--- config.mk ---
export PLATFORM = sky130hd
export DESIGN_NAME = adj_tick_gen
export DESIGN_NICKNAME = d
export VERILOG_FILES = /design/src/rtl/adj_clk_pkg.sv /design/src/rtl/adj_tick_core.sv /design/src/rtl/adj_tick_gen.sv
export SDC_FILE = /design/constraint.sdc
export NUM_CORES = 1
export LEC_CHECK = 0
export BUFFER_PORTS_ARGS = -buffer_cell sky130_fd_sc_hd__buf_2
export CORE_ASPECT_RATIO = 1.1
export CORE_MARGIN = 10
export CORE_UTILIZATION = 30
export CTS_CLUSTER_DIAMETER = 30
export DETAILED_ROUTE_END_ITERATION = 12
export PLACE_DENSITY = 0.53
export SYNTH_ARGS = -nofsm -noshare
export SYNTH_HDL_FRONTEND = slang
export SYNTH_SLANG_ARGS = --single-unit
--- constraint.sdc ---
create_clock -name CLOCK -period 2.9 [get_ports CLOCK]
set_input_delay 0.145 -clock CLOCK [delete_from_list [all_inputs] [get_ports CLOCK]]
set_output_delay 0.145 -clock CLOCK [all_outputs]
set_load 0.05 [all_outputs]
--- src/rtl/adj_clk_pkg.sv ---
`default_nettype none
// ============================================================================
// Module      : adj_clk_pkg
// Description : Shared constants and the controller state type for the
//               adjustable tick generator (adj_tick_gen / adj_tick_core).
// Contents    : c_cnt_w          default half-period counter width
//               c_burst_w        default burst length width
//               c_default_count  half-period adopted after reset (1 Hz @ 100 MHz)
//               state_t          IDLE / RUN / BURST
// Revision    : 1.0 - initial release
// ============================================================================
package adj_clk_pkg;

    localparam int unsigned c_cnt_w         = 32;
    localparam int unsigned c_burst_w       = 8;
    localparam int unsigned c_default_count = 50_000_000;

    typedef enum logic [1:0] {
        IDLE  = 2'd0,
        RUN   = 2'd1,
        BURST = 2'd2
    } state_t;

endpackage
`default_nettype wire

--- src/rtl/adj_tick_core.sv ---
`default_nettype none
// ============================================================================
// Module      : adj_tick_core
// Description : Half-period counter with clk_out toggle and tick strobe.
//               Counts while i_run is high; when the count reaches
//               i_active_count-1 it wraps and clk_out toggles. tick is high
//               for the single cycle in which clk_out first reads 1.
// Ports       : clk             system clock (posedge)
//               rst_n           asynchronous active-low reset
//               i_run           count enable (controller in RUN or BURST)
//               i_clear         synchronous clear of cnt/clk_out/tick
//               i_active_count  current half-period in clock cycles (>= 1)
//               o_clk_out       divided clock (registered)
//               o_tick          one-cycle strobe on each rising clk_out
//               o_toggle        combinational: clk_out toggles at next edge
// Revision    : 1.0 - initial release
// ============================================================================
module adj_tick_core
    import adj_clk_pkg::*;
#(
    parameter int unsigned CNT_W = c_cnt_w
) (
    input  logic             clk,
    input  logic             rst_n,
    input  logic             i_run,
    input  logic             i_clear,
    input  logic [CNT_W-1:0] i_active_count,
    output logic             o_clk_out,
    output logic             o_tick,
    output logic             o_toggle
);

    logic [CNT_W-1:0] r_cnt;
    logic             r_clk_out;
    logic             r_tick;
    logic             w_toggle;

    // Equality-only compare: cnt never passes active_count-1, so it cannot
    // overflow. A clear always wins over a pending toggle.
    assign w_toggle = i_run & ~i_clear & (r_cnt == (i_active_count - CNT_W'(1)));

    always_ff @(posedge clk or negedge rst_n) begin
        if (!rst_n) begin
            r_cnt     <= '0;
            r_clk_out <= 1'b0;
            r_tick    <= 1'b0;
        end else if (i_clear) begin
            r_cnt     <= '0;
            r_clk_out <= 1'b0;
            r_tick    <= 1'b0;
        end else if (w_toggle) begin
            r_cnt     <= '0;
            r_clk_out <= ~r_clk_out;
            // Strobe only on the 0->1 transition.
            r_tick    <= ~r_clk_out;
        end else if (i_run) begin
            r_cnt     <= r_cnt + CNT_W'(1);
            r_tick    <= 1'b0;
        end else begin
            r_tick    <= 1'b0;
        end
    end

    assign o_clk_out = r_clk_out;
    assign o_tick    = r_tick;
    assign o_toggle  = w_toggle;

endmodule
`default_nettype wire

--- src/rtl/adj_tick_gen.sv ---
`default_nettype none
// ============================================================================
// Module      : adj_tick_gen
// Description : Programmable slow-clock / clock-enable source. Divides CLOCK
//               by a runtime-loadable half-period, in free-run or finite burst
//               mode. Period changes are shadowed and only take effect at a
//               half-period boundary (or immediately while idle).
// Ports       : CLOCK      system clock (posedge)
//               RESET_N    asynchronous active-low reset
//               en         run enable; dropping it aborts RUN/BURST
//               mode       0 = free-run, 1 = burst (sampled in IDLE only)
//               setcount   requested half-period (0 is treated as 1)
//               load       one-cycle request to adopt setcount
//               load_ack   one-cycle pulse when the new count is active
//               start      burst start (IDLE and mode = 1 only)
//               burst_len  ticks per burst, captured on start
//               clk_out    divided clock, period 2*active_count
//               tick       one-cycle strobe in the first cycle clk_out = 1
//               busy       high in RUN or BURST
//               done       one-cycle pulse on normal burst completion
// Revision    : 1.0 - initial release
// ============================================================================
module adj_tick_gen
    import adj_clk_pkg::*;
#(
    parameter int unsigned CNT_W         = c_cnt_w,
    parameter int unsigned BURST_W       = c_burst_w,
    parameter int unsigned DEFAULT_COUNT = c_default_count
) (
    input  logic               CLOCK,
    input  logic               RESET_N,
    input  logic               en,
    input  logic               mode,
    input  logic [CNT_W-1:0]   setcount,
    input  logic               load,
    output logic               load_ack,
    input  logic               start,
    input  logic [BURST_W-1:0] burst_len,
    output logic               clk_out,
    output logic               tick,
    output logic               busy,
    output logic               done
);

    state_t             r_state;
    logic [CNT_W-1:0]   r_active_count;
    logic [CNT_W-1:0]   r_pending_count;
    logic               r_pending_flag;
    logic [BURST_W-1:0] r_tick_cnt;
    logic [BURST_W-1:0] r_burst_len;

    logic               w_toggle;
    logic               w_running;
    logic               w_abort;
    logic               w_zero_burst;
    logic               w_burst_end;
    logic               w_clear;
    logic               w_apply;
    logic [CNT_W-1:0]   w_setcount_clamped;

    assign w_running    = (r_state != IDLE);
    assign w_abort      = w_running & ~en;
    assign w_zero_burst = (r_state == BURST) & (r_burst_len == '0);
    // The falling toggle after the last tick ends the burst; clk_out drops
    // at that same edge, so the final low phase is not stretched.
    assign w_burst_end  = (r_state == BURST) & w_toggle & clk_out &
                          (r_tick_cnt == r_burst_len);
    assign w_clear      = ~w_running | w_abort | w_zero_burst;

    // Only a load registered in an earlier cycle can be applied; a load that
    // coincides with a toggle waits for the following toggle.
    assign w_apply = r_pending_flag & (~w_running | w_toggle);

    assign w_setcount_clamped = (setcount == '0) ? CNT_W'(1) : setcount;

    adj_tick_core #(
        .CNT_W (CNT_W)
    ) u_core (
        .clk            (CLOCK),
        .rst_n          (RESET_N),
        .i_run          (w_running),
        .i_clear        (w_clear),
        .i_active_count (r_active_count),
        .o_clk_out      (clk_out),
        .o_tick         (tick),
        .o_toggle       (w_toggle)
    );

    always_ff @(posedge CLOCK or negedge RESET_N) begin
        if (!RESET_N) begin
            r_state         <= IDLE;
            r_active_count  <= CNT_W'(DEFAULT_COUNT);
            r_pending_count <= '0;
            r_pending_flag  <= 1'b0;
            r_tick_cnt      <= '0;
            r_burst_len     <= '0;
            load_ack        <= 1'b0;
            busy            <= 1'b0;
            done            <= 1'b0;
        end else begin
            load_ack <= 1'b0;
            done     <= 1'b0;

            if (w_apply) begin
                r_active_count <= r_pending_count;
                r_pending_flag <= 1'b0;
                load_ack       <= 1'b1;
            end
            // A new request overrides both the old pending value and a
            // same-cycle apply clearing the flag.
            if (load) begin
                r_pending_count <= w_setcount_clamped;
                r_pending_flag  <= 1'b1;
            end

            case (r_state)
                IDLE: begin
                    if (en && !mode) begin
                        r_state <= RUN;
                        busy    <= 1'b1;
                    end else if (en && mode && start) begin
                        r_state     <= BURST;
                        busy        <= 1'b1;
                        r_tick_cnt  <= '0;
                        r_burst_len <= burst_len;
                    end
                end
                RUN: begin
                    if (w_abort) begin
                        r_state <= IDLE;
                        busy    <= 1'b0;
                    end
                end
                BURST: begin
                    if (w_abort) begin
                        r_state <= IDLE;
                        busy    <= 1'b0;
                    end else if (w_zero_burst || w_burst_end) begin
                        r_state <= IDLE;
                        busy    <= 1'b0;
                        done    <= 1'b1;
                    end else if (w_toggle && !clk_out) begin
                        r_tick_cnt <= r_tick_cnt + BURST_W'(1);
                    end
                end
                default: begin
                    r_state <= IDLE;
                    busy    <= 1'b0;
                end
            endcase
        end
    end

endmodule
`default_nettype wire
== Yosys cells after proc, flatten, opt, wreduce, memory -nomap -nowiden ==
Cells that the tools add are included.
Word-level totals
  flip-flop bits (word level): 120
  input bits: 46
  word-level logic and storage cells: 93
Cells by class
  $add $sub $neg: 3
  eq/ne operators: 12
  multiplexer cells: 32
  bitwise operators: 16
  reductions and logical operators: 18
Operator list (count)
  $mux W32: 4
  $mux W8: 5
  $add A32 B1 Y32 const B: 1
  $eq A32 B32 Y1: 1
  $logic_not A32 Y1: 1
  $sub A32 B1 Y32 const B: 1
  $pmux W8 S2: 1
  $mux W1: 15
  $mux W2: 5
  $ne A2 B2 Y1 const B: 5
  $add A8 B1 Y8 const B: 1
  $and A1 B1 Y1: 8
  $eq A8 B8 Y1: 1
  $logic_not A8 Y1: 1
  $reduce_bool A2 Y1: 4
  $pmux W2 S3: 1
  $reduce_and A3 Y1: 2
  $reduce_and A6 Y1: 1
  $not A1 Y1: 5
  $logic_and A1 B1 Y1: 4
  $ne A3 B2 Y1 const B: 1
  $ne A3 B3 Y1 const B: 1
  $or A1 B1 Y1: 3
  $pmux W1 S3: 1
  7 further kinds: 8

== Depth between registers and ports, before layout ==
Gate-level depths: netlist (run 1).
  depth after elaboration: 14
  gate-level depth with buffers: 11
  mapped depth without buffers: 10

== Hierarchy ==
Synthesis (run 1) repeated with hierarchy kept, for this count alone.
Second synthesis, totals
  cell total of the unflattened synthesis: 603
  area total of the unflattened synthesis: 6722.7 µm²
Modules (own cells, without submodules)
  adj_tick_gen: instances 1, cells an instance 251, area each 3563.4 µm², seq. area each 2167.1 µm²
  adj_tick_core: instances 1, cells an instance 352, area each 3159.3 µm², seq. area each 850.8 µm²

== Least setup slack after synthesis (run 1) ==
Ideal clock, no wire load.
  kind: flip-flop to flip-flop
  start point: register r_active_count[0]
  end point: register r_active_count[10]
  arrival time: 3.000 ns
  data required time: 2.775 ns
  path slack: -0.225 ns
  cell stages (with the launch flop): 12
  cells stage by stage: dfrtp_1 -> inv_1 -> ha_1 -> nor3b_1 -> nand4_1 -> or4_1 -> o21ai_1 -> o2111a_1 -> and4_4 -> o21ai_4 -> buf_6 -> mux2_4
On the way
  cells in the longest elaborated chain, start to end: 5
RTL lines
  start: declaration: RTL line adj_tick_gen.sv:46  | logic [CNT_W-1:0] r_active_count;
  start signal: assignment: RTL line adj_tick_gen.sv:92  | r_active_count <= CNT_W'(DEFAULT_COUNT);
  start signal: assignment: RTL line adj_tick_gen.sv:105  | r_active_count <= r_pending_count;
  $sub A32 B1 Y32: RTL line adj_tick_core.sv:40  | assign w_toggle = i_run & ~i_clear & (r_cnt == (i_active_count - CNT_W'(1)));
  $eq A32 B32 Y1: RTL line adj_tick_core.sv:40
  $and A1 B1 Y1: RTL line adj_tick_core.sv:40
  $or A1 B1 Y1: RTL line adj_tick_gen.sv:72  | assign w_apply = r_pending_flag & (~w_running | w_toggle);
  $and A1 B1 Y1: RTL line adj_tick_gen.sv:72
Every way passes these cells.
A chain may end at the register's enable or synchronous reset.

== Final worst setup path (run 1) ==
  start point: register r_active_count[6]
  end point: register r_active_count[3]
The elaborated chain is that of the path after synthesis.

==> results.md, run 1 <==
- Clk_skew: 0.01453 ns
- Initial antenna violation count: 0
- Synth Instances: 618
- Yosys top cell by area: dfrtp_1
- Starting density of the core: 30.29%
- CP endpoint kind: register
- Crit Path Category: register to register
- Critical path cell sequence: buf_12 -> nor4_4 -> nand4_1 -> buf_6 -> or3_4 -> a2111oi_4 -> o2111a_1 -> and4_4 -> o21ai_4 -> buf_12 -> clkbuf_16 -> mux2_4
- Failing checks: negative setup slack
- TritonCTS Buffers: 17
- Final wirelength: 17,840 um
- Top cell type's share of synthesized area: 40.62%
- Post-Layout Cell Count: 1,119
- Placed cells: 1,023
- Ys async rst share: 100.0%
- I/O pins: 51
- Critical path required time: 3.21 ns
- Switching power: 1.863 mW
- Synth Flop Type: dfrtp_1
- Slowest cell on the critical path: dfrtp_2
- Tot Pwr: 5.921 mW
- Top cell by count, worst path: buf_12
- Seq/Total Area, Yosys: 45.36%
- First-pass DRT Iterations: 4
- Slew Limit Fails: 0
- Gate power share: 30.0%
- Leading post-synthesis cells by cell area: dfrtp_1, mux2_2, mux2_4, xnor2_1, dfstp_2
- Slowest stage delay, CP: 0.44 ns
- Nets: 860
- Multi-input gate area: 3804 sq um
- Leak: 3.984 nW
- Min-delay worst type: input pin to register
- Bufs and invs on worst path: 4
- R2r setup slk: -0.33 ns
- Cell Int Power: 4.058 mW
- Sequential share of power: 35.4%
- Residual DRC count: 0
- Clk network pwr share: 34.6%
- Net Count, Synth: 667
- Diode count: 0
- TNS Setup: -13.60 ns
- Pin count of the biggest net entering global routing: 51
- #FFs+latches synth: 120
- Die width: 162.0 um
- Die Area: 28,540 sq um
- Delay-heaviest family, CP: simple AND/OR/NAND/NOR gates
- Post-DR wirelength/cell: 15.94 um
- Post-DP HPWL: 12,340 um
- Grt total ovfl: 0
- Antenna Nets Post-Route: 0
- Net Sw Frac: 31.47%
- Vias: 5,414
- CP arrival: 3.54 ns
- Root Buffer: clkbuf_16
- Unrepaired setup endpoints after global routing: true
- Max Root-Sink Buffers: 2
- Vias in the first global route: 5,554
- Mapped Area: 6653 sq um
- Post-synth EDFFs: 0
- Status: finished with violations
- First-pass GRT wire length: 29,130 um
- Clk_lat worst skew: 0.43 ns
- Worst Tran Pin Value: 0.8344 ns
- TritonCTS clock tree: done
- Layout cells sized above 1: 40.41%
- Fillers: 2,115
- Period utilization: 111.5%
- Area of the core: 21,970 sq um
- CTS sink count: 120
- Final setup margin: -0.3347 ns
- Placer congestion estimate: 0.8116
- Critical Path Source Type: register
- Max Clk Rate: 0.3092 GHz
- H-tree Lvls: 4
- Final min period: 3.235 ns
- DR vias/cell: 4.838
- Post-synth cell types: 68
- GRT Total Usage: 12.72%
- FF+latch area: 3020 sq um
- Slew HR: 44.37%
- Pwr/cell area: 622.4 nW/um^2
- Max cap viols: 0
- Drt initial violations: 288
- Syn. warnings: 0
- Final hold violation count: 0
- Site Rows: 57
- Area added between synthesis and finish: 42.99%
- Fin Hold WS: 0.02804 ns
- Mean post-synth cell area: 10.76 sq um
- Final setup viols: 76
- I/O Buffers: 50
- Chip Height: 176.2 um
- Critical path fanouts, max: 9
- CTS clk-pin slew, worst paths: 0.06 ns
- Maximum vdd drop: 0.0003750 V
==> final timing paths <==
path,start,to,cells past startpoint
setup / recovery,r_active_count[6],r_active_count[3],12
hold / removal,setcount[15],r_pending_count[15],2
setup reg to reg,r_active_count[6],r_active_count[3],12
hold reg to reg,r_state[1],r_state[0],1
max in group asynchronous,RESET_N,r_active_count[13],3
min in group asynchronous,RESET_N,r_state[0],2
==> metrics by stage <==
step,util (%),instance area [sq um],worst slack [ns]
finish,43.31,9513,-0.3347
detailed placement,36.04,7916,-0.2449
global placement,36.04,7916,-0.2436
global route,43.31,9513,-0.4486
floorplan,-,6745,-0.04472
CTS,42.25,9281,-0.2354
==> registers in the layout, summed over array words and instances, names as in the netlist <==
name / flops
u_core.r_cnt: 32
r_pending_count: 32
r_state: 2
load_ack: 1
r_pending_flag: 1
r_burst_len: 8
busy: 1
r_tick_cnt: 8
u_core.o_clk_out: 1
u_core.o_tick: 1
done: 1
r_active_count: 32
==> worst register-to-register path, delay by kind of cell, from the launching register on <==
family | cells | cell delay (ns)
AO/OA/AOI/OAI | 3 | 0.63
AND/OR/NAND/NOR | 4 | 1.15
flip-flops | 1 | 0.44
multiplexers | 1 | 0.29
buffers and inverters | 4 | 0.62
==> area by class of cell <==
type	count	share of cell area, %
clock buffers	18	4.617
well taps	295	3.880
clock inverters	14	1.355
flip-flops and latches	120	31.75
repair buffers	203	17.98
multi-input cells	458	39.98
inverters	11	0.4340
==> repair_timing <==
| action | in CTS | in global routing |
|---|---|---|
| endpoints found under the setup margin | 75 | 79 |
| hold buffers | 40 | 0 |
| pin swaps | 24 | 16 |
| gates cloned | 4 | 2 |
| resized for setup | 57 | 23 |
| buffers inserted | 11 | 8 |
| endpoints found under the hold margin | 81 | 0 |
==> power groups by stage <==
| stage | clock [mW] | combinational (mW) | sequential (mW) |
|---|---|---|---|
| after detailed placement | 0 | 1.53 | 2.13 |
| after global routing | 2.16 | 1.91 | 2.13 |
| final | 2.05 | 1.77 | 2.10 |
| after CTS | 2.10 | 1.67 | 2.10 |
| after floorplan | 0 | 0.886 | 2.12 |
| after global placement | 0 | 1.52 | 2.13 |
==> routing by layer <==
layer / routed length (um) / vias up / GRT usage, %
met5: 0 / - / 0
met3: 505 / 22 / 2.166
met4: 362 / 0 / 5.083
met2: 8314 / 107 / 20.35
li1: - / 2655 / -
met1: 8655 / 2630 / 16.73
==> cells in the final DEF (no fill, tap or decap), types with 5 or more instances in the layout <==
cell type / n
inv_1: 10
buf_4: 95
nor4_1: 14
dlygate4sd3_1: 40
xnor2_1: 41
nand2_1: 32
clkbuf_16: 19
nor3_1: 15
nand4_1: 19
dfstp_2: 12
inv_6: 7
nor2_4: 16
buf_6: 7
a21oi_1: 5
mux2_2: 39
or4_1: 7
xor2_1: 31
and3_1: 6
nor3b_1: 6
o21ai_0: 10
mux2i_1: 7
nor2_1: 44
buf_12: 7
mux2_4: 30
or3_1: 10
nor4_4: 8
dfrtp_1: 106
nand3_1: 21
nand2b_1: 6
buf_2: 49
==> synth_stat cells (all sizes together) (2+ instances only) <==
cell type  number
a311oi          2
o41ai           2
nand2b          7
or2             2
nand4          19
nor2b           2
nor2           60
nand2          32
and3            6
xor2           31
o2111ai         3
or4             8
inv            11
nand3b          4
nor3           22
buf            10
dfstp          12
a31oi           4
o21ai          14
clkbuf         19
xnor2          41
and4            5
a21boi          3
a21oi           6
or3            11
a32oi           3
or3b            2
a21o            2
and2            4
dfrtp         108
ha              3
mux2i           8
mux2           71
o211ai          3
a211oi          3
o31ai           2
nor4           23
nand3          23
nor3b           7
a2111oi         2
a211o           2
==> kinds of logic (layout without fill, tap and decap cells) <==
| kind of cell | count (synthesis) | count (layout) | share of synthesized area, % |
|---|---|---|---|
| compound gates | 61 | 61 | 6.733 |
| fa+ha+maj | 3 | 3 | 0.5643 |
| xor+xnor | 72 | 72 | 9.479 |
| flops | 120 | 120 | 45.36 |
| simple gates | 243 | 243 | 20.22 |
| mux | 79 | 79 | 14.86 |
| buf+inv | 40 | 246 | 2.784 |
(Power assumes the default switching activity.)
==> run 2, diff against run 1 <==
Settings changed: CTS_BUF_LIST set to sky130_fd_sc_hd__clkbuf_4 sky130_fd_sc_hd__clkbuf_8.
==> run 2 against run 1 <==
Compared with the run above: the run still ends with negative setup slack left; sequential share of layout area up 0.57 points; non-clock buffer count down 2; clock skew up 0.00070 ns; highest routed layer unchanged; setup slack better by 0.089 ns.
==> results.md, run 2 (synthesized netlist as in run 1, its figures left out) <==
- Placed cells: 1,023 (unchanged)
- Vias in the first global route: 5,501 (was 5,554)
- DR vias/cell: 4.842 (was 4.838)
- Cell Int Power: 3.503 mW (was 4.058 mW)
- Post-DP HPWL: 12,340 um (unchanged)
- Final hold violation count: 0 (unchanged)
- Pwr/cell area: 566.4 nW/um^2 (was 622.4 nW/um^2)
- Clk_skew: 0.01523 ns (was 0.01453 ns)
- TritonCTS Buffers: 17 (unchanged)
- Clk network pwr share: 28.0% (was 34.6%)
- Most common cell after layout, fill and taps aside: dfrtp_1 (unchanged)
- Max cap viols: 0 (unchanged)
- Period utilization: 108.5% (was 111.5%)
- Starting density of the core: 30.29% (unchanged)
- Switching power: 1.786 mW (was 1.863 mW)
- Site Rows: 57 (unchanged)
- Sequential share of power: 39.7% (was 35.4%)
- Slew Limit Fails: 0 (unchanged)
- Clk_lat worst skew: 0.46 ns (was 0.43 ns)
- Gate power share: 32.3% (was 30.0%)
- Net Sw Frac: 33.77% (was 31.47%)
- Drt initial violations: 298 (was 288)
- Bufs and invs on worst path: 2 (was 4)
- Unrepaired setup endpoints after global routing: true (unchanged)
- I/O pins: 51 (unchanged)
- Max Root-Sink Buffers: 2 (unchanged)
- Placer congestion estimate: 0.8116 (unchanged)
- First-pass GRT wire length: 28,810 um (was 29,130 um)
- H-tree Lvls: 4 (unchanged)
- Failing checks: negative setup slack (unchanged)
- Maximum vdd drop: 0.0002776 V (was 0.0003750 V)
- Slowest cell on the critical path: or4_1 (was dfrtp_2)
- Nets: 858 (was 860)
- Max Clk Rate: 0.3179 GHz (was 0.3092 GHz)
- Final wirelength: 17,650 um (was 17,840 um)
- Status: finished with violations (unchanged)
- Critical path cell sequence: or4_1 -> buf_6 -> nor4_4 -> a31o_1 -> a22oi_1 -> and4b_1 -> and4_4 -> o21ai_4 -> buf_12 -> mux2_4 (was buf_12 -> nor4_4 -> nand4_1 -> buf_6 -> or3_4 -> a2111oi_4 -> o2111a_1 -> and4_4 -> o21ai_4 -> buf_12 -> clkbuf_16 -> mux2_4)
- R2r setup slk: -0.25 ns (was -0.33 ns)
- Residual DRC count: 0 (unchanged)
- Slowest stage delay, CP: 0.52 ns (was 0.44 ns)
- Slew HR: 44.76% (was 44.37%)
- CP arrival: 3.48 ns (was 3.54 ns)
- Worst Tran Pin Value: 0.8285 ns (was 0.8344 ns)
- CP endpoint kind: register (unchanged)
- Final setup viols: 73 (was 76)
- Leak: 3.875 nW (was 3.984 nW)
- Chip Height: 176.2 um (unchanged)
- Diode count: 0 (unchanged)
- Crit Path Category: register to register (unchanged)
- Die Area: 28,540 sq um (unchanged)
- CTS clk-pin slew, worst paths: 0.08 ns (was 0.06 ns)
- First-pass DRT Iterations: 4 (unchanged)
- Area of the core: 21,970 sq um (unchanged)
- GRT Total Usage: 12.54% (was 12.72%)
- Critical path required time: 3.23 ns (was 3.21 ns)
- Fin Hold WS: 0.04267 ns (was 0.02804 ns)
- Top Registers: r_active_count: 32 flops, r_pending_count: 32 flops, u_core.r_cnt: 32 flops (unchanged)
- Die width: 162.0 um (unchanged)
- Most frequent cells in the layout: dfrtp_1, buf_4, buf_2 (unchanged)
- Final setup margin: -0.2452 ns (was -0.3347 ns)
- Pre-CTS WS: -0.2449 ns (unchanged)
- Post-Layout Cell Count: 1,117 (was 1,119)
- Post-DR wirelength/cell: 15.80 um (was 15.94 um)
- Min-delay worst type: input pin to register (unchanged)
- Final min period: 3.145 ns (was 3.235 ns)
- Antenna Nets Post-Route: 0 (unchanged)
- Initial antenna violation count: 0 (unchanged)
- Critical Path Source Type: register (unchanged)
- Layout cells sized above 1: 41.36% (was 40.41%)
- I/O Buffers: 50 (unchanged)
- Pin count of the biggest net entering global routing: 51 (unchanged)
- Root Buffer: clkbuf_8 (was clkbuf_16)
- CTS sink count: 120 (unchanged)
- Final core utilization: 42.51% (was 43.31%)
- TritonCTS clock tree: done (unchanged)
- Vias: 5,409 (was 5,414)
- Delay-heaviest family, CP: simple AND/OR/NAND/NOR gates (unchanged)
- Grt total ovfl: 0 (unchanged)
- Area added between synthesis and finish: 40.36% (was 42.99%)
- Critical path fanouts, max: 18 (was 9)
## run 2: changes by cell type in the layout (fill, tap and decap cells not counted), sizes merged
| cell | change |
|---|---|
| clkbuf | -2 |
| buf | -3 |
| dlygate4sd3 | +3 |
## run 2: area by class of cell
class                   instances  area, sq um
clock buffers                  18        247.7
fillers                      2136        12630
flip-flops and latches        120         3018
repair buffers                201         1640
inverters                      11        41.29
multi-input cells             458         3892
clock inverters                14        128.9
well taps                     295        369.1
## run 2: power by group through the flow
| stage | clock network (mW) | logic [mW] | registers (mW) |
|---|---|---|---|
| global placement | 0 | 1.52 | 2.13 |
| floorplan | 0 | 0.886 | 2.12 |
| CTS | 1.53 | 1.69 | 2.09 |
| detailed placement | 0 | 1.53 | 2.13 |
| finish | 1.48 | 1.71 | 2.10 |
| global route | 1.59 | 1.85 | 2.13 |
## run 2: worst reg2reg max path: stages, from the launching register on
cell,delay [ns]
dfrtp_1,0.41
or4_1,0.52
buf_6,0.16
nor4_4,0.37
a31o_1,0.25
a22oi_1,0.11
and4b_1,0.22
and4_4,0.19
o21ai_4,0.25
buf_12,0.23
mux2_4,0.31
## run 2: worst paths after layout
check	startpoint	to	depth (start not counted)
worst max-delay path	r_active_count[0]	r_active_count[16]	10
worst min-delay path	en	busy	3
worst max register to register	r_active_count[0]	r_active_count[16]	10
worst min register to register	r_state[1]	busy	1
max in group asynchronous	RESET_N	r_active_count[13]	3
min in group asynchronous	RESET_N	r_state[0]	2
## run 2: per-stage QoR
stage	power [mW]	setup TNS, ns	cell area [sq um]
final	5.288	-10.65	9338
after global routing	5.574	-19.02	9338
after CTS	5.306	-7.642	9072
after detailed placement	3.660	-10.68	7916
after global placement	3.648	-10.32	7916
after floorplan	3.001	-0.7719	6745
## run 2: repair_timing
item,CTS,global route
gates cloned,4,0
endpoints found under the hold margin,83,0
gates resized for setup,27,76
endpoints found under the setup margin,75,79
setup buffers,15,4
pin swaps,18,31
hold buffers,43,0
## run 2: metal layers
layer	up-vias	track usage, %	part of all wire (%)
met3	26	2.353	2.8
li1	2647	-	-
met1	2629	16.78	49
met4	0	4.856	2.3
met2	107	19.64	46
met5	-	0	0
==> run 3, diff against run 2 <==
Settings changed: CORE_MARGIN 10 to 4.
==> run 3 against run 2 <==
Compared with the run above: the run still ends with negative setup slack left; critical path depth up 1; maximum frequency shrank 1.2%; via count down 0.37%; register-to-register slack worse by 0.04 ns; combinational power barely moved; wire length up 0.30%; worst hold slack better by 0.019 ns; clock power increased by 3%; setup slack worse by 0.039 ns; clock skew about the same; core utilization grew 0.25 points; largest cell class unchanged; highest routed layer unchanged.
==> results.md, run 3 (synthesized netlist as in run 1, its figures left out) <==
- I/O pins: 51 (unchanged)
- Placer congestion estimate: 0.8357 (was 0.8116)
- Vias in the first global route: 5,654 (was 5,501)
- Antenna Nets Post-Route: 0 (unchanged)
- Slew Limit Fails: 0 (unchanged)
- Clk_lat worst skew: 0.43 ns (was 0.46 ns)
- Area added between synthesis and finish: 38.72% (was 40.36%)
- Unrepaired setup endpoints after global routing: true (unchanged)
- Crit Path Category: register to register (unchanged)
- Met1 Use GR: 19.93% (was 16.78%)
- Pwr/cell area: 578.7 nW/um^2 (was 566.4 nW/um^2)
- GR Layer Usage met3: 2.401% (was 2.353%)
- Critical path fanouts, max: 8 (was 18)
- Delay-heaviest family, CP: simple AND/OR/NAND/NOR gates (unchanged)
- Post-DP HPWL: 12,310 um (was 12,340 um)
- Tot Pwr: 5.341 mW (was 5.288 mW)
- Slowest cell on the critical path: or4_4 (was or4_1)
- Max Clk Rate: 0.3140 GHz (was 0.3179 GHz)
- Sequential share of power: 39.4% (was 39.7%)
- H-tree Lvls: 4 (unchanged)
- Post-Layout Cell Count: 1,110 (was 1,117)
- Diode count: 0 (unchanged)
- Vias: 5,389 (was 5,409)
- Clk_skew: 0.01572 ns (was 0.01523 ns)
- Top Usage Layer GRT: met2 (unchanged)
- Area of the core: 21,580 sq um (was 21,970 sq um)
- Top Registers: r_active_count: 32 flops, r_pending_count: 32 flops, u_core.r_cnt: 32 flops (unchanged)
- Status: finished with violations (unchanged)
- Failing checks: negative setup slack (unchanged)
- Hold Crit Depth: 3 (unchanged)
- Switching power: 1.682 mW (was 1.786 mW)
- Final setup viols: 77 (was 73)
- Worst reg2reg endpoint: r_active_count[29] (was r_active_count[16])
- Critical path required time: 3.22 ns (was 3.23 ns)
- Nets: 856 (was 858)
- R2r setup slk: -0.28 ns (was -0.25 ns)
- Clk network pwr share: 28.5% (was 28.0%)
- Net Sw Frac: 31.49% (was 33.77%)
- Initial antenna violation count: 0 (unchanged)
- Starting density of the core: 30.83% (was 30.29%)
- Placed cells: 1,010 (was 1,023)
- Final wirelength: 17,700 um (was 17,650 um)
- Maximum vdd drop: 0.0002801 V (was 0.0002776 V)
- Most common cell after layout, fill and taps aside: dfrtp_1 (unchanged)
- First-pass DRT Iterations: 4 (unchanged)
- CTS clk-pin slew, worst paths: 0.08 ns (about the same)
- Slew HR: 49.61% (was 44.76%)
- DR vias/cell: 4.855 (was 4.842)
- Period utilization: 109.8% (was 108.5%)
- Die Area: 24,620 sq um (was 28,540 sq um)
- Max cap viols: 0 (unchanged)
- Site Rows: 56 (was 57)
- Die width: 150.0 um (was 162.0 um)
- Leak: 3.901 nW (was 3.875 nW)
- Critical Path Source Type: register (unchanged)
- Final setup margin: -0.2845 ns (was -0.2452 ns)
- R2R depth: 11 (was 10)
- Slowest stage delay, CP: 0.54 ns (was 0.52 ns)
- Most frequent cells in the layout: dfrtp_1, buf_4, nor2_1 (was dfrtp_1, buf_4, buf_2)
- Drt initial violations: 205 (was 298)
- Max Root-Sink Buffers: 2 (unchanged)
- TritonCTS clock tree: done (unchanged)
- Pin count of the biggest net entering global routing: 58 (was 51)
- Cell Int Power: 3.659 mW (was 3.503 mW)
- Grt met2 use: 25.10% (was 19.64%)
- Layout cells sized above 1: 38.29% (was 41.36%)
- CP endpoint kind: register (unchanged)
- Critical path cell sequence: or4_4 -> buf_6 -> nor4_4 -> nand4_1 -> a22oi_1 -> and4b_1 -> and4_4 -> o21ai_4 -> buf_6 -> buf_16 -> mux2_4 (was or4_1 -> buf_6 -> nor4_4 -> a31o_1 -> a22oi_1 -> and4b_1 -> and4_4 -> o21ai_4 -> buf_12 -> mux2_4)
- I/O Buffers: 50 (unchanged)
- Reg-to-Reg Start: r_active_count[1] (was r_active_count[0])
- Min-delay worst type: input pin to register (unchanged)
- Post-DR wirelength/cell: 15.94 um (was 15.80 um)
- Worst Tran Pin Value: 0.7558 ns (was 0.8285 ns)
- Grt total ovfl: 0 (unchanged)
- Final min period: 3.184 ns (was 3.145 ns)
- Startpoint of the worst hold path: en (unchanged)
- CP arrival: 3.51 ns (was 3.48 ns)
- Top cell by count, worst path: buf_6
- Gate power share: 32.1% (was 32.3%)
- TritonCTS Buffers: 17 (unchanged)
- First-pass GRT wire length: 29,160 um (was 28,810 um)
- CTS sink count: 120 (unchanged)
- Final hold violation count: 0 (unchanged)
- Bufs and invs on worst path: 3 (was 2)
- Chip Height: 164.2 um (was 176.2 um)
- GRT Total Usage: 15.10% (was 12.54%)
- Residual DRC count: 0 (unchanged)
- Hold endpoint: busy (unchanged)
- Final core utilization: 42.76% (was 42.51%)
- Root Buffer: clkbuf_8 (unchanged)
[run 3: cell count changes in the layout (fill, tap and decap cells not counted), sizes merged]
cell / delta
buf: -2
bufinv: +2
clkinvlp: +1
clkinv: +5
clkbuf: +1
inv: -9
[run 3: cell type report]
| class | count | area (sq um) |
|---|---|---|
| multi-input cells | 458 | 3719 |
| clock buffers | 19 | 249.0 |
| flip-flops and latches | 120 | 3022 |
| repair buffers | 199 | 1688 |
| clock inverters | 13 | 147.6 |
| inverters | 11 | 41.29 |
| well taps | 290 | 362.8 |
| fillers | 2107 | 12350 |
[run 3: per-layer routing]
| layer | up-vias | routed length, um |
|---|---|---|
| li1 | 2624 | - |
| met1 | 2650 | 8321 |
| met2 | 99 | 8585 |
| met3 | 16 | 536 |
| met4 | 0 | 255 |
| met5 | - | 0 |
[run 3: power by group through the flow]
stage               Clock [mW]  Combinational [mW]  Sequential [mW]
finish                    1.52                1.72             2.10
global route              1.65                1.86             2.14
CTS                       1.58                1.69             2.10
detailed placement           0                1.49             2.14
global placement             0                1.46             2.13
floorplan                    0               0.886             2.12
[run 3: how the worst max path moves through the flow]
stage,startpoint,end,slack (ns),cells past startpoint
2_1_floorplan,r_active_count[5],r_active_count[10],-0.04,10
3_3_place_gp,r_active_count[0],r_tick_cnt[5],-0.25,12
3_5_place_dp,r_active_count[1],r_tick_cnt[5],-0.35,12
4_1_cts,r_active_count[5],r_active_count[29],-0.25,10
5_1_grt,r_active_count[1],r_active_count[29],-0.37,12
6_report,r_active_count[1],r_active_count[29],-0.28,11
[run 3: repair_timing]
| item | CTS | global route |
|---|---|---|
| endpoints found under the hold margin | 73 | 0 |
| hold buffers | 43 | 0 |
| gates resized for setup | 51 | 11 |
| pin swaps | 18 | 11 |
| endpoints found under the setup margin | 77 | 77 |
| buffers inserted | 21 | 1 |
| gates cloned | 5 | 0 |
[run 3: worst min-delay path, stage by stage]
cell and delay (ns):
buf_2 0.15, nand3_1 0.09, o22ai_1 0.07
[run 3: metrics by stage]
stage               setup WS [ns]  area (sq um)  TNS (ns)  hold slack (ns)
CTS                       -0.2465          9165    -11.57          0.01306
global route              -0.3733          9229    -23.57          0.03755
detailed placement        -0.3534          7838    -16.29           0.1428
floorplan                -0.04472          6745   -0.7719          -0.1506
finish                    -0.2845          9229    -14.57          0.06157
global placement          -0.2532          7838    -12.96           0.1427
